==> config.mk <==
export PLATFORM = sky130hd
export DESIGN_NAME = lsu_ctrl
export DESIGN_NICKNAME = d
export VERILOG_FILES = /design/src/rtl/lsu_ctrl.sv
export SDC_FILE = /design/constraint.sdc
export NUM_CORES = 1
export LEC_CHECK = 0
export CAP_MARGIN = 20
export CORE_ASPECT_RATIO = 1.2
export CORE_MARGIN = 3
export CORE_UTILIZATION = 40
export CTS_CLUSTER_SIZE = 10
export DETAILED_ROUTE_END_ITERATION = 16
export GPL_ROUTABILITY_DRIVEN = 0
export GPL_TIMING_DRIVEN = 0
export PLACE_DENSITY = 0.75
export REMOVE_ABC_BUFFERS = 1
export SLEW_MARGIN = 0
export SYNTH_ARGS = -nofsm -noshare
export SYNTH_HDL_FRONTEND = slang
export SYNTH_SLANG_ARGS = --single-unit
export TNS_END_PERCENT = 5
==> constraint.sdc <==
create_clock -name clk -period 3.6 [get_ports clk]
set_clock_uncertainty 0.2 [all_clocks]
set_input_delay 0.36 -clock clk [delete_from_list [all_inputs] [get_ports clk]]
set_output_delay 0.36 -clock clk [all_outputs]
set_load 0.005 [all_outputs]
==> src/rtl/lsu_ctrl.sv <==
// Load/store unit controller: sequences word-addressed memory reads, writes and
// sub-word read-modify-writes, with big-endian byte lanes and misalignment errors.
module lsu_ctrl #(
  parameter int MEM_LAT = 2
) (
  input  logic        clk,
  input  logic        rst,
  input  logic        req_valid,
  output logic        req_ready,
  input  logic [2:0]  req_op,
  input  logic [31:0] req_addr,
  input  logic [31:0] req_wdata,
  output logic        resp_valid,
  input  logic        resp_ready,
  output logic [31:0] resp_rdata,
  output logic        resp_err,
  output logic [31:0] mem_adr,
  output logic [31:0] mem_wdata,
  output logic        mem_R,
  output logic        mem_W,
  input  logic [31:0] mem_rdata,
  output logic [1:0]  dbg_state
);
  // Handshakes: a transfer happens on a rising edge where valid and ready are
  // both 1; valid-side payload is held stable until that edge.
  typedef enum logic [1:0] {IDLE = 2'd0, RD = 2'd1, WR = 2'd2, RESP = 2'd3} state_t;

  localparam logic [2:0] OP_LW = 3'd0, OP_LH = 3'd1, OP_LHU = 3'd2, OP_LB = 3'd3,
                         OP_LBU = 3'd4, OP_SW = 3'd5, OP_SH = 3'd6, OP_SB = 3'd7;
  localparam logic [3:0] LAST = 4'(MEM_LAT - 1);

  state_t      state, state_nx;
  logic [3:0]  cnt;
  logic        rdy_en;
  logic [2:0]  op_q;
  logic [31:0] addr_q, wdata_q, rdata_q;
  logic        err_q;
  logic        accept, misaligned, last;
  logic [7:0]  lane_b;
  logic [15:0] lane_h;
  logic [31:0] load_val, merged;

  assign accept = req_valid && req_ready;
  assign last   = (cnt == LAST);
  assign dbg_state = state;

  always_comb begin
    misaligned = 1'b0;
    case (req_op)
      OP_LW, OP_SW:         misaligned = (req_addr[1:0] != 2'b00);
      OP_LH, OP_LHU, OP_SH: misaligned = req_addr[0];
      default:              misaligned = 1'b0;
    endcase
  end

  // Lane select on the word read back, big-endian: offset 0 is the MSB lane.
  always_comb begin
    lane_b = 8'h00;
    case (addr_q[1:0])
      2'd0: lane_b = mem_rdata[31:24];
      2'd1: lane_b = mem_rdata[23:16];
      2'd2: lane_b = mem_rdata[15:8];
      2'd3: lane_b = mem_rdata[7:0];
      default: lane_b = 8'h00;
    endcase
    lane_h = addr_q[1] ? mem_rdata[15:0] : mem_rdata[31:16];
    load_val = 32'h0;
    case (op_q)
      OP_LW:   load_val = mem_rdata;
      OP_LH:   load_val = {{16{lane_h[15]}}, lane_h};
      OP_LHU:  load_val = {16'h0000, lane_h};
      OP_LB:   load_val = {{24{lane_b[7]}}, lane_b};
      OP_LBU:  load_val = {24'h000000, lane_b};
      default: load_val = 32'h0;
    endcase
  end

  always_comb begin
    merged = wdata_q;
    if (op_q == OP_SH) begin
      merged = addr_q[1] ? {mem_rdata[31:16], wdata_q[15:0]} : {wdata_q[15:0], mem_rdata[15:0]};
    end else if (op_q == OP_SB) begin
      case (addr_q[1:0])
        2'd0: merged = {wdata_q[7:0], mem_rdata[23:0]};
        2'd1: merged = {mem_rdata[31:24], wdata_q[7:0], mem_rdata[15:0]};
        2'd2: merged = {mem_rdata[31:16], wdata_q[7:0], mem_rdata[7:0]};
        2'd3: merged = {mem_rdata[31:8], wdata_q[7:0]};
        default: merged = wdata_q;
      endcase
    end
  end

  always_comb begin
    state_nx = state;
    case (state)
      IDLE: if (accept) begin
        if (misaligned)            state_nx = RESP;
        else if (req_op == OP_SW)  state_nx = WR;
        else                       state_nx = RD;
      end
      RD:   if (last) state_nx = (op_q == OP_SH || op_q == OP_SB) ? WR : RESP;
      WR:   if (last) state_nx = RESP;
      RESP: if (resp_ready) state_nx = IDLE;
      default: state_nx = IDLE;
    endcase
    req_ready  = (state == IDLE) && rdy_en;
    resp_valid = (state == RESP);
    resp_rdata = (state == RESP) ? rdata_q : 32'h0;
    resp_err   = (state == RESP) && err_q;
    mem_R      = (state == RD);
    mem_W      = (state == WR);
    mem_adr    = (state == RD || state == WR) ? {2'b00, addr_q[31:2]} : 32'h0;
    mem_wdata  = (state == WR) ? wdata_q : 32'h0;
  end

  // rdy_en keeps req_ready low until the first edge after reset release.
  always_ff @(posedge clk or posedge rst) begin
    if (rst) begin
      state   <= IDLE;
      cnt     <= 4'd0;
      rdy_en  <= 1'b0;
      op_q    <= 3'd0;
      addr_q  <= 32'h0;
      wdata_q <= 32'h0;
      rdata_q <= 32'h0;
      err_q   <= 1'b0;
    end else begin
      state  <= state_nx;
      rdy_en <= 1'b1;
      if ((state == RD || state == WR) && !last) cnt <= cnt + 4'd1;
      else                                       cnt <= 4'd0;
      if (state == IDLE && accept) begin
        op_q    <= req_op;
        addr_q  <= req_addr;
        wdata_q <= req_wdata;
        err_q   <= misaligned;
        rdata_q <= 32'h0;
      end
      if (state == RD && last) begin
        if (op_q == OP_SH || op_q == OP_SB) wdata_q <= merged;
        else                                rdata_q <= load_val;
      end
    end
  end
endmodule

==> out/qor.txt, run 1 <==
Hold/Removal Path Class - input pin to async pin
Leakage - 3.74 nW
Worst Hold Slack - 0.200 ns
CP required - 3.04 ns
Routed met2 length - 9.81 mm
Drt via density - 5.51
Post-route DRC - 0
Sw Pwr - 2.49 mW
Initial Util - 0.416
Mapped Area - 6100 µm²
Total internal power - 4.27 mW
Synth warn - 0
Core Footprint - 14,700 µm²
GRT Util Overall - 0.244
Gate count of the mapped netlist - 671
Syn-to-layout area delta - 42.4%
Synth Register Bits - 107
Die Ht - 141 µm
Final hold violation count - 0
Status - completed
Initial antenna violation count - 0
Vias post-DR - 5,803
Setup TNS - 0 ns
Worst slack, placed - -0.289 ns
Clock root cell - clkbuf_16
TritonCTS clock tree - yes
Post-DRT Antenna Nets - 0
Pwr/cell area - 779 nW/µm²
Post-synthesis sequential area ratio - 0.439
Area fraction of the dominant cell type after synthesis - 0.439
Most frequent cells in the layout - clkdlybuf4s50_1 (203), nand2_1 (135), dfrtp_1 (107), and2_1 (103), o21ai_0 (32)
Most common cell after layout, fill and taps aside - clkdlybuf4s50_1
PortBufs - 203
# diodes - 0
Max Clock Freq - 0.325 GHz
Number of synthesized flops with an enable pin - 0
Setup crit end kind - output port
Remaining global-route overflow - 0
Crit path to - mem_adr[27]
Predominant post-synthesis flop cell - dfrtp_1
Worst Tran Pin Value - 1.03 ns
First-pass detailed-route iteration total - 7
Layout cell share with drive strength beyond 1 - 0.0610
Clock transition at path regs - 0.07 ns
Cells on worst reg2reg path - 6
Peak VDD IR - 0.294 mV
Number of DRC markers in iteration 0 - 605
Library cells used by synthesis - 54
Worst setup margin - 0.527 ns
Top post-synthesis cells by area - dfrtp_1 (44%), and2_1 (11%), nand2_1 (8.3%), a22oi_1 (3.7%), mux4_2 (3.0%)
Die width - 119 µm
Worst setup startpoint - dbg_state[1]
DR top layer - met4
Flop pwr share - 0.333
Pins Over Slew Limit - 0
Clock power frac - 0.150
Fillers - 1,311
Final setup violation count - 0
Sw Share - 0.369
Num CTS Buffers - 9
Num ports - 206
DP HPWL - 14.7 mm
CTS max path bufs - 2
Die area - 16,800 µm²
Metal-1 WL - 8.61 mm
Final Cycle Share - 0.854
CTS Sinks - 107
Clock Latency Late Sink - 0.34 ns
Critical path type - flip-flop to output port
FF-to-FF setup slack - 0.54 ns
Cell taking the most area after synthesis - dfrtp_1
First-pass GRT wire length - 32.5 mm
Slew headroom - 0.312
Largest net degree at the start of global routing - 71
Synthesized area per cell - 9.09 µm²
# nets final - 959
Worst r2r src - dbg_state[1]
Tmin final - 3.07 ns
Comb pwr share - 0.517
Postcts setup bufs - 0
CP startpoint kind - flip-flop
Multi-input logic area - 3140 µm²
Worst r2r dst - wdata_q[23]
Num rows - 48
RSZ-0062 raised after global routing - false
Met3 WL - 1.56 mm
Async SR Flop Fraction - 1.00
WL final - 20.5 mm
WP data arrival - 2.51 ns
Max-capacitance violation count - 0
H-tree depth - 3
Reg area - 2680 µm²
Vias in the first global route - 5,699
WL per Instance - 19.5 µm
Critical Path Fanout Max - 34
# hold bufs at CTS - 0
[power groups by stage]
stage               combinational (mW)  sequential, mW  clock (mW)
floorplan                         1.84            2.12           0
global placement                  3.25            2.29           0
detailed placement                3.37            2.31           0
CTS                               3.39            2.29        1.03
global route                      3.83            2.33        1.07
finish                            3.49            2.25        1.01
[cell usage after synthesis, drive strengths merged, types with 2 or more instances]
master / count
conb: 2
clkbuf: 22
mux2: 7
o221a: 11
a22oi: 30
o21ai: 36
dfrtp: 107
nand3b: 3
nor2: 19
or3b: 2
a32oi: 3
inv: 32
nor3: 5
nor2b: 2
ha: 7
mux2i: 11
and2: 103
and3: 2
a21oi: 22
nand3: 20
a222oi: 8
o22ai: 4
nand2b: 7
mux4: 8
nand2: 135
a221o: 17
buf: 22
a221oi: 4
[through the flow]
stage	std cells	cell area [µm²]	util	power [mW]
final	1053	8680	0.593	6.76
after global routing	1053	8680	0.593	7.24
after CTS	1051	8620	0.588	6.71
after detailed placement	1036	8320	0.568	5.68
after global placement	1031	8190	0.559	5.54
after floorplan	628	5910	-	3.96
[worst max-delay path, cell delays in order, from the launching register on]
cell	delay, ns
dfrtp_1	0.42
inv_1	0.11
ha_1	0.85
and2_1	0.26
clkdlybuf4s50_1	0.51
[repair_timing]
item                                    4_1_cts  5_1_grt
hold endpoints to repair                      0        0
endpoints found under the setup margin       21       13
resized for setup                             2        1
[state kept, by name, summed over array words and instances, names as in the netlist]
register	flops
dbg_state	2
op_q	3
wdata_q	32
rdy_en	1
err_q	1
cnt	4
rdata_q	32
addr_q	32
[final cells by class]
cell class	instances	area share
multi-input combinational	489	0.362
sequential	107	0.308
timing repair buffer	210	0.253
clock buffer	13	0.0300
tap	200	0.0288
inverter	32	0.0141
clock inverter	2	0.00403
[layer usage]
metal  up-vias  GRT usage
met5         -          0
met4         0     0.0872
met1      2802      0.329
met3        30     0.0383
met2       293      0.401
li1       2678          -
[kinds of logic after synthesis]
| family | Yosys count | share of synthesized area |
|---|---|---|
| XOR/XNOR | 2 | 0.00410 |
| multiplexers | 26 | 0.0605 |
| adder cells (fa/ha/maj) | 7 | 0.0144 |
| other | 2 | 0.00123 |
| AO/OA/AOI/OAI | 143 | 0.171 |
| flip-flops | 107 | 0.439 |
| AND/OR/NAND/NOR | 308 | 0.258 |
| buffers and inverters | 76 | 0.0517 |
[worst min-delay path by stage]
stage,from,endpoint,slack [ns]
after floorplan,addr_q[29],addr_q[29],0.24
after global placement,addr_q[7],addr_q[7],0.25
after detailed placement,addr_q[3],addr_q[3],0.25
after CTS,rst,addr_q[6],0.22
after global routing,rst,wdata_q[18],0.26
final,rst,addr_q[25],0.20
No activity file was read; power rests on OpenSTA's default activity.
==> inputs of run 2 (changes only) <==
--- a/config.mk
+++ b/config.mk
@@ -7,8 +7,9 @@
 export LEC_CHECK = 0
 export CAP_MARGIN = 20
 export CORE_ASPECT_RATIO = 1.2
-export CORE_MARGIN = 3
+export CORE_MARGIN = 10
 export CORE_UTILIZATION = 40
+export CTS_BUF_LIST = sky130_fd_sc_hd__clkbuf_2 sky130_fd_sc_hd__clkbuf_4 sky130_fd_sc_hd__clkbuf_8
 export CTS_CLUSTER_SIZE = 10
 export DETAILED_ROUTE_END_ITERATION = 16
 export GPL_ROUTABILITY_DRIVEN = 0
==> out/qor.txt, run 2 (same netlist as run 1, synthesis figures left out) <==
Status - completed
Drt via density - 5.49 (-0.44%)
Max Clock Freq - 0.320 GHz (-1.6%)
DP HPWL - 16.4 mm (+11%)
Critical Path Fanout Max - 34 (unchanged)
FF-to-FF setup slack - 0.57 ns (+0.03 ns)
Vias in the first global route - 5,882 (+3.2%)
Flop pwr share - 0.343 (+0.010)
GRT Util Overall - 0.210 (-0.0337)
Most frequent cells in the layout - clkdlybuf4s50_1 (203), nand2_1 (135), dfrtp_1 (107), and2_1 (103), o21ai_0 (32)
Num rows - 49 (+2.1%)
Placed cells - 1,040 (+0.39%)
Slew headroom - 0.352 (+0.0396)
Final Non-Filler Cells - 1,056 (+0.28%)
Final hold violation count - 0 (unchanged)
RSZ-0062 raised after global routing - false
Metal-1 WL - 8.91 mm (+3.5%)
Post-DRT Antenna Nets - 0 (unchanged)
Number of DRC markers in iteration 0 - 488 (-19%)
Cells on worst reg2reg path - 6 (unchanged)
Worst Tran Pin Value - 0.971 ns (-0.0578 ns)
Remaining global-route overflow - 0 (unchanged)
Met3 WL - 2.06 mm (+32%)
Die Ht - 155 µm (+9.9%)
TritonCTS clock tree - yes
Final setup violation count - 0 (unchanged)
Leakage - 3.69 nW (-1.4%)
Core Footprint - 15,000 µm² (+2.1%)
Worst slack, placed - -0.264 ns (+0.0258 ns)
WP data arrival - 2.56 ns (+0.05 ns)
Peak VDD IR - 0.308 mV (+4.6%)
Clock transition at path regs - 0.09 ns (+0.02 ns)
Routed met2 length - 10.3 mm (+4.5%)
CP required - 3.04 ns (about the same)
Sw Pwr - 2.49 mW (about the same)
H-tree depth - 3 (unchanged)
WL final - 22.0 mm (+7.0%)
Most common cell after layout, fill and taps aside - clkdlybuf4s50_1
DR top layer - met5
Comb pwr share - 0.544 (+0.027)
Max-capacitance violation count - 0 (unchanged)
Clock root cell - clkbuf_8
Die area - 20,600 µm² (+23%)
CP startpoint kind - flip-flop
Tmin final - 3.12 ns (+0.0514 ns)
Final design utilization - 0.574 (-0.0190)
Total internal power - 4.01 mW (-6.0%)
CTS max path bufs - 2 (unchanged)
Die width - 133 µm (+12%)
Post-route DRC - 0 (unchanged)
Top flop regs - addr_q (32), rdata_q (32), wdata_q (32)
Clock Latency Late Sink - 0.39 ns (+0.05 ns)
Setup crit end kind - output port
Vias post-DR - 5,794 (-0.16%)
PortBufs - 203 (unchanged)
Final Cycle Share - 0.868 (+0.0143)
CTS Sinks - 107 (unchanged)
Pwr/cell area - 758 nW/µm² (-2.6%)
Pins Over Slew Limit - 0 (unchanged)
Layout cell share with drive strength beyond 1 - 0.0622 (+0.00125)
First-pass GRT wire length - 34.3 mm (+5.3%)
Sw Share - 0.383 (+0.0143)
Worst r2r src - dbg_state[1]
# diodes - 0 (unchanged)
Num ports - 206 (unchanged)
Worst r2r dst - wdata_q[17]
Num CTS Buffers - 9 (unchanged)
# hold bufs at CTS - 0 (unchanged)
Initial antenna violation count - 1 (+1)
# nets final - 959 (unchanged)
Fillers - 1,381 (+5.3%)
Hold/Removal Path Class - input pin to async pin
Clock power frac - 0.113 (-0.037)
Worst Hold Slack - 0.258 ns (+0.0578 ns)
First-pass detailed-route iteration total - 6 (-1)
Critical path type - flip-flop to output port
Initial Util - 0.408 (-0.00849)
Syn-to-layout area delta - 40.7%
WL per Instance - 20.8 µm (+6.7%)
Largest net degree at the start of global routing - 58 (-18%)
Worst setup margin - 0.475 ns (-0.0514 ns)
==> run 2: how the worst max path moves through the flow <==
stage	start	end	slack [ns]	cells after the start
6_report	dbg_state[0]	mem_adr[17]	0.48	4
3_3_place_gp	rst	wdata_q[29]	-1.55	2
2_1_floorplan	rst	addr_q[0]	0.22	1
3_5_place_dp	dbg_state[1]	wdata_q[17]	-0.26	6
4_1_cts	dbg_state[1]	wdata_q[17]	0.02	6
5_1_grt	dbg_state[0]	mem_adr[17]	0.30	4
==> run 2: critical path, cell delays in order (launching register included) <==
cell	delay [ns]
dfrtp_1	0.45
inv_1	0.11
ha_1	0.85
and2_1	0.25
clkdlybuf4s50_1	0.51
==> run 2: final cells by class <==
| cell class | instances | area [µm²] | share of cell area |
|---|---|---|---|
| Tap cell | 204 | 255 | 0.0298 |
| Multi-Input combinational cell | 489 | 3140 | 0.366 |
| Clock inverter | 1 | 7.51 | 0.000875 |
| Timing Repair Buffer | 210 | 2200 | 0.256 |
| Inverter | 32 | 123 | 0.0143 |
| Sequential cell | 107 | 2680 | 0.312 |
| Clock buffer | 13 | 179 | 0.0209 |
==> run 2: metal layers <==
layer | up-vias | global-route usage
li1 | 2675 | -
met1 | 2756 | 0.253
met2 | 316 | 0.339
met3 | 45 | 0.0673
met4 | 2 | 0.0908
met5 | - | 0
==> run 2: through the flow <==
| step | power, mW | setup TNS [ns] | area [µm²] |
|---|---|---|---|
| 6_report | 6.51 | 0 | 8580 |
| 5_1_grt | 7.00 | 0 | 8580 |
| 4_1_cts | 6.48 | 0 | 8510 |
| 3_5_place_dp | 5.73 | -3.20 | 8330 |
| 3_3_place_gp | 5.59 | -221.75 | 8200 |
| 2_1_floorplan | 3.96 | 0 | 5910 |
==> run 2: power groups by stage <==
stage                     combinational (mW)  clock, mW  sequential, mW
after CTS                               3.45      0.752            2.27
after detailed placement                3.44          0            2.29
after floorplan                         1.84          0            2.12
after global routing                    3.89      0.792            2.31
final                                   3.54      0.736            2.23
after global placement                  3.31          0            2.28
==> run 2: repair_timing <==
| item | in CTS | in global routing |
|---|---|---|
| resized for setup | 1 | 2 |
| setup endpoints to repair | 21 | 21 |
| setup buffers | 0 | 0 |
